$ cat config.mk
export PLATFORM = sky130hd
export DESIGN_NAME = out_stretch
export DESIGN_NICKNAME = d
export VERILOG_FILES = /design/src/rtl/out_stretch.sv
export SDC_FILE = /design/constraint.sdc
export NUM_CORES = 1
export LEC_CHECK = 0
export BUFFER_PORTS_ARGS = -buffer_cell sky130_fd_sc_hd__buf_2
export CAP_MARGIN = 40
export CORE_ASPECT_RATIO = 1.75
export CORE_MARGIN = 4
export CORE_UTILIZATION = 67
export DETAILED_ROUTE_END_ITERATION = 10
export GPL_TIMING_DRIVEN = 0
export PLACE_DENSITY = 0.93
export SYNTH_ARGS = -nofsm -noshare
export SYNTH_HDL_FRONTEND = slang
export SYNTH_SLANG_ARGS = --single-unit
$ cat constraint.sdc
create_clock -name clk -period 3.1 [get_ports clk]
set_input_delay 0 -clock clk [delete_from_list [all_inputs] [get_ports clk]]
set_output_delay 0 -clock clk [all_outputs]
set_load 0.05 [all_outputs]
$ cat src/rtl/out_stretch.sv
// Multi-channel pulse stretcher: debounce, edge detect, HOLD/GAP FSM with a one-deep event queue.
// Define OUT_STRETCH_SYNC_EN to put a 2-flop synchronizer on every evt_in bit.
module out_stretch #(
  parameter int CH          = 4,
  parameter int HOLD_CYCLES = 8191,
  parameter int GAP_CYCLES  = 1024,
  parameter int DEB_CYCLES  = 16,
  parameter bit RST_PULSE   = 1'b1
) (
  input  logic          clk,
  input  logic          rst_n,
  input  logic [CH-1:0] evt_in,
  input  logic          clr_ovf,
  output logic [CH-1:0] pulse_out,
  output logic [CH-1:0] busy,
  output logic [CH-1:0] ovf
);

  typedef enum logic [1:0] {
    IDLE = 2'd0,
    HOLD = 2'd1,
    GAP  = 2'd2
  } state_e;

  localparam int MaxCyc = (HOLD_CYCLES > GAP_CYCLES) ? HOLD_CYCLES : GAP_CYCLES;
  localparam int CntW   = $clog2(MaxCyc + 1);
  localparam int DebW   = (DEB_CYCLES > 0) ? $clog2(DEB_CYCLES + 1) : 1;

  localparam logic [CntW-1:0] HoldLast = CntW'(HOLD_CYCLES - 1);
  localparam logic [CntW-1:0] GapLast  = CntW'(GAP_CYCLES - 1);
  localparam logic [DebW-1:0] DebLast  = (DEB_CYCLES > 0) ? DebW'(DEB_CYCLES - 1) : '0;
  localparam state_e          RstState = RST_PULSE ? HOLD : IDLE;

  logic [CH-1:0] src;
  logic [CH-1:0] samp_q;

`ifdef OUT_STRETCH_SYNC_EN
  logic [CH-1:0] sync1_q;
  logic [CH-1:0] sync2_q;

  always_ff @(posedge clk or negedge rst_n) begin
    if (!rst_n) begin
      sync1_q <= '0;
      sync2_q <= '0;
    end else begin
      sync1_q <= evt_in;
      sync2_q <= sync1_q;
    end
  end

  assign src = sync2_q;
`else
  assign src = evt_in;
`endif

  // The sample register keeps pulse_out free of any combinational path from evt_in.
  always_ff @(posedge clk or negedge rst_n) begin
    if (!rst_n) begin
      samp_q <= '0;
    end else begin
      samp_q <= src;
    end
  end

  for (genvar g = 0; g < CH; g++) begin : g_ch
    logic [DebW-1:0] deb_cnt_q;
    logic [DebW-1:0] deb_cnt_d;
    logic            f_q;
    logic            f_d;
    logic            f_prev_q;
    logic            evt;
    state_e          state_q;
    state_e          state_d;
    logic [CntW-1:0] cnt_q;
    logic [CntW-1:0] cnt_d;
    logic            pend_q;
    logic            pend_d;
    logic            pend_eff;
    logic            ovf_q;
    logic            ovf_d;
    logic            ovf_set;
    logic            pulse_q;

    // The filtered level flips only after DEB_CYCLES consecutive disagreeing samples.
    always_comb begin
      deb_cnt_d = '0;
      f_d       = f_q;
      if (DEB_CYCLES == 0) begin
        f_d = samp_q[g];
      end else if (samp_q[g] != f_q) begin
        if (deb_cnt_q == DebLast) begin
          f_d = samp_q[g];
        end else begin
          deb_cnt_d = deb_cnt_q + 1'b1;
        end
      end
    end

    assign evt = f_q & ~f_prev_q;

    // An event arriving in the last GAP cycle is folded into pend_eff so the following HOLD serves it.
    always_comb begin
      state_d  = state_q;
      cnt_d    = cnt_q;
      ovf_set  = 1'b0;
      pend_eff = pend_q;
      if (evt && (state_q != IDLE)) begin
        if (pend_q) begin
          ovf_set = 1'b1;
        end else begin
          pend_eff = 1'b1;
        end
      end
      pend_d = pend_eff;

      case (state_q)
        IDLE: begin
          if (evt) begin
            state_d = HOLD;
            cnt_d   = '0;
          end
        end
        HOLD: begin
          if (cnt_q == HoldLast) begin
            state_d = GAP;
            cnt_d   = '0;
          end else begin
            cnt_d = cnt_q + 1'b1;
          end
        end
        GAP: begin
          if (cnt_q == GapLast) begin
            cnt_d   = '0;
            pend_d  = 1'b0;
            state_d = pend_eff ? HOLD : IDLE;
          end else begin
            cnt_d = cnt_q + 1'b1;
          end
        end
        default: begin
          state_d = IDLE;
          cnt_d   = '0;
        end
      endcase

      if (ovf_set) begin
        ovf_d = 1'b1;
      end else if (clr_ovf) begin
        ovf_d = 1'b0;
      end else begin
        ovf_d = ovf_q;
      end
    end

    always_ff @(posedge clk or negedge rst_n) begin
      if (!rst_n) begin
        deb_cnt_q <= '0;
        f_q       <= 1'b0;
        f_prev_q  <= 1'b0;
        state_q   <= RstState;
        cnt_q     <= '0;
        pend_q    <= 1'b0;
        ovf_q     <= 1'b0;
        pulse_q   <= RST_PULSE;
      end else begin
        deb_cnt_q <= deb_cnt_d;
        f_q       <= f_d;
        f_prev_q  <= f_q;
        state_q   <= state_d;
        cnt_q     <= cnt_d;
        pend_q    <= pend_d;
        ovf_q     <= ovf_d;
        pulse_q   <= (state_d == HOLD);
      end
    end

    assign pulse_out[g] = pulse_q;
    assign busy[g]      = (state_q != IDLE) | pend_q;
    assign ovf[g]       = ovf_q;
  end

endmodule

==> summary.txt <==
Layout
  – Fill cells: 494
  – N_diodes: 0
  – Post-layout nets: 626
  – Share of cells above drive strength 1: 11.58%
  – Design area: 6043 um2
  – Post-Layout Cell Count: 686
  – Final Core Density: 76.41%
  – Area Growth Syn to Fin: 11.11%
  – Most frequent cells in the layout: dfrtp_1, nand2_1, nor2_1, nand3_1, o21ai_0
  – Most common cell after layout, fill and taps aside: dfrtp_1

Critical path
  – Critical path required time: 3.30 ns
  – R2r startpoint: g_ch[1].cnt_q[0]$_DFFE_PN0P_
  – Critical path endpoint category: register
  – CP max FO: 7
  – Reg2reg path depth: 6
  – Arrival time worst endpoint: 2.55 ns
  – Reg2reg end: g_ch[1].cnt_q[7]$_DFFE_PN0P_
  – Setup Crit Path Kind: reg2reg
  – CP startpoint kind: register
  – Reg2reg setup slack: 0.75 ns

Clock network
  – CTS tree: done
  – Clock root cell: clkbuf_16
  – Clk sinks: 104
  – Clock Latency Late Sink: 0.36 ns
  – CTS H-Tree Depth: 3
  – Num CTS Buffers: 9
  – Clk buf depth: 2
  – Clk pin slew, worst setup/hold paths: 0.07 ns

Global routing
  – First-pass GRT wire length: 19840 um
  – Overflow after GRT: 0
  – Largest net degree at the start of global routing: 60
  – Initial antenna violation count: 0
  – Vias in the first global route: 4428
  – Total Routing Usage GR: 24.86%

Logic synthesis
  – Post-synth EDFFs: 0
  – Simple-gate portion of the synthesized area: 23.30%
  – Synth Area in Adders: 6.441%
  – Ys async rst share: 100.0%
  – YS warnings: 0
  – Prevailing post-synth register cell: dfrtp_1
  – XOR/XNOR Fraction of Synth Area: 3.865%
  – Synth Register Bits: 104
  – Syn avg cell area: 9.782 um2
  – Largest family of logic cells by synthesized area: simple AND/OR/NAND/NOR gates
  – Seq/Total Area, Yosys: 48.03%
  – Post-synthesis mux area share: 1.587%
  – Post-Syn Area: 5439 um2
  – Post-synthesis cell type count: 56
  – Syn nets: 591
  – Compound-gate portion of the synthesized area: 13.34%
  – Cells after synthesis: 556

Worst hold path
  – Hold worst-path end: g_ch[2].ovf_q$_DFFE_PN0P_
  – HP Class: in2reg
  – Hold path start: clr_ovf
  – Hold Path Stages: 3

Place
  – Placed cell count: 665
  – Setup WS pre-CTS: 0.7759 ns
  – Area after DPL: 5672 um2
  – Routability Congestion: 0.8798
  – IO buf count: 18
  – Hpwl dp: 7859 um

Power and ir drop
  – Int Power: 2146 uW
  – Sw power: 600.6 uW
  – Peak supply drop: 0.3709 mV
  – Sequential share of power: 50.7%
  – Net Sw Frac: 21.87%
  – Comb power frac: 4.2%
  – Leak: 0.002812 uW
  – Clk pwr share: 45.1%
  – Pwr dens: 454.5 nW/um2

Die
  – Starting Density: 68.77%
  – Die ar.: 9680 um2
  – Die Ht: 127.2 um
  – Total core area: 7909 um2
  – Die W: 76.11 um
  – Top Ports: 19
  – Row Count: 43

Timing
  – Unrepaired setup endpoints after global routing: false
  – Setup tns final: 0 ns
  – Final Hold Vio Count: 0
  – Final max-slew violation count: 0
  – PnR worst setup slack: 0.7501 ns
  – Slew headroom: 59.92%
  – Post-layout min period: 2.350 ns
  – Final Setup Violations: 0
  – Final period utilization: 75.80%
  – Final Skew: 0.007096 ns
  – Worst-margin pin slew: 0.6012 ns
  – Fmax: 0.4255 GHz

Drt
  – Via count: 4361
  – Iter 0 DRT Violations: 336
  – DRT Pass-1 Iters: 7
  – ANT nets after route: 0
  – Vias per cell: 6.357
  – Drt wl/cell: 16.76 um
  – Final WL: 11500 um
  – DRC violations left: 0

Flow run
  – Max Cap Viol: 0

Run status
  – Status: finished, final reports clean
==> kinds of logic after synthesis <==
family                     Yosys count
muxes                                8
AOI/OAI and AO/OA                  108
xor gates and xnor gates            24
DFF                                104
and+or+nand+nor                    245
adders and majority gates           28
buffers and inverters               39
==> metal layers <==
layer / share of wire (%) / up-vias / global-route usage (%)
li1: - / 2050 / -
met1: 38 / 2129 / 27.50
met2: 54 / 140 / 45.20
met3: 3.6 / 42 / 4.443
met4: 3.7 / 0 / 12.36
met5: 0 / - / 0
==> power groups by stage <==
| stage | Combinational (uW) | Clock (uW) | Sequential, uW |
|---|---|---|---|
| floorplan | 59.1 | 0 | 1410 |
| global placement | 99.9 | 0 | 1420 |
| detailed placement | 111 | 0 | 1420 |
| CTS | 119 | 1240 | 1390 |
| global route | 132 | 1300 | 1390 |
| finish | 116 | 1240 | 1390 |
==> critical path, cell delays in order (launching register included) <==
cell      delay [ns]
dfrtp_1         0.43
ha_1            0.25
or4b_1          0.50
nor4_4          0.29
o22ai_1         0.28
nand2b_1        0.27
o311ai_0        0.17
==> metrics by stage <==
step                      hold WS (ns)  power [uW]
after floorplan                -0.2956        1473
after global placement          0.1075        1516
after detailed placement       0.04535        1528
after CTS                       0.1243        2755
after global routing            0.1219        2831
final                           0.1261        2747
==> how the worst max path moves through the flow <==
stage,startpoint,end,slack (ns),cells after the start
final,g_ch[1].cnt_q[0]$_DFFE_PN0P_,g_ch[1].cnt_q[7]$_DFFE_PN0P_,0.75,6
after detailed placement,g_ch[1].cnt_q[0]$_DFFE_PN0P_,g_ch[1].cnt_q[9]$_DFFE_PN0P_,0.78,6
after global placement,g_ch[1].cnt_q[0]$_DFFE_PN0P_,g_ch[1].cnt_q[7]$_DFFE_PN0P_,0.85,6
after global routing,g_ch[1].cnt_q[0]$_DFFE_PN0P_,g_ch[1].cnt_q[7]$_DFFE_PN0P_,0.60,6
after CTS,g_ch[1].cnt_q[0]$_DFFE_PN0P_,g_ch[1].cnt_q[9]$_DFFE_PN0P_,0.76,6
after floorplan,g_ch[1].cnt_q[0]$_DFFE_PN0P_,g_ch[1].cnt_q[9]$_DFFE_PN0P_,1.14,6
==> synth_stat cells, types with 6 or more instances <==
cell      instances  area (um2)
and2_1           10       62.56
o22ai_1           6       37.54
nor2_1           54       202.7
nand2_1          59       221.5
ha_1             28       350.3
buf_4             8       60.06
nor2b_1           7       43.79
nand4_1          11       68.82
inv_1            23       86.33
xnor2_1           7       61.31
dfstp_2           8       210.2
o31ai_1           6       45.04
o21ai_0          29       145.1
nand2b_1         12       75.07
and3_1           11       68.82
dfrtp_1          96        2402
a21oi_1          22       110.1
a22o_1           15       131.4
nand3_1          34       170.2
nor3_1           17       85.08
xor2_1           17       148.9
==> flip-flops by register name, summed over array words and instances (netlist names) <==
| register | cells |
|---|---|
| g_ch.f_q | 4 |
| g_ch.f_prev_q | 4 |
| g_ch.pend_q | 4 |
| g_ch.ovf_q | 4 |
| g_ch.cnt_q | 52 |
| g_ch.state_q | 8 |
| samp_q | 4 |
| g_ch.deb_cnt_q | 20 |
| g_ch.pulse_q | 4 |
==> final cells by class <==
cell class	instances	area [um2]	area share, %
Buffer	16	100.1	1.656
Clock buffer	11	242.7	4.017
Clock inverter	5	78.83	1.304
Inverter	23	86.33	1.429
Multi-Input combinational cell	413	2640	43.69
Sequential cell	104	2613	43.23
Tap cell	90	112.6	1.863
Timing Repair Buffer	24	170.2	2.816
==> repair_timing <==
action                                  in CTS  in global routing
buffers inserted                             0                  0
resized for setup                            0                  0
endpoints found under the setup margin       0                  0
hold buffers                                 5                  0
endpoints found under the hold margin       46                  0
Power figures use the tool's default switching activity.
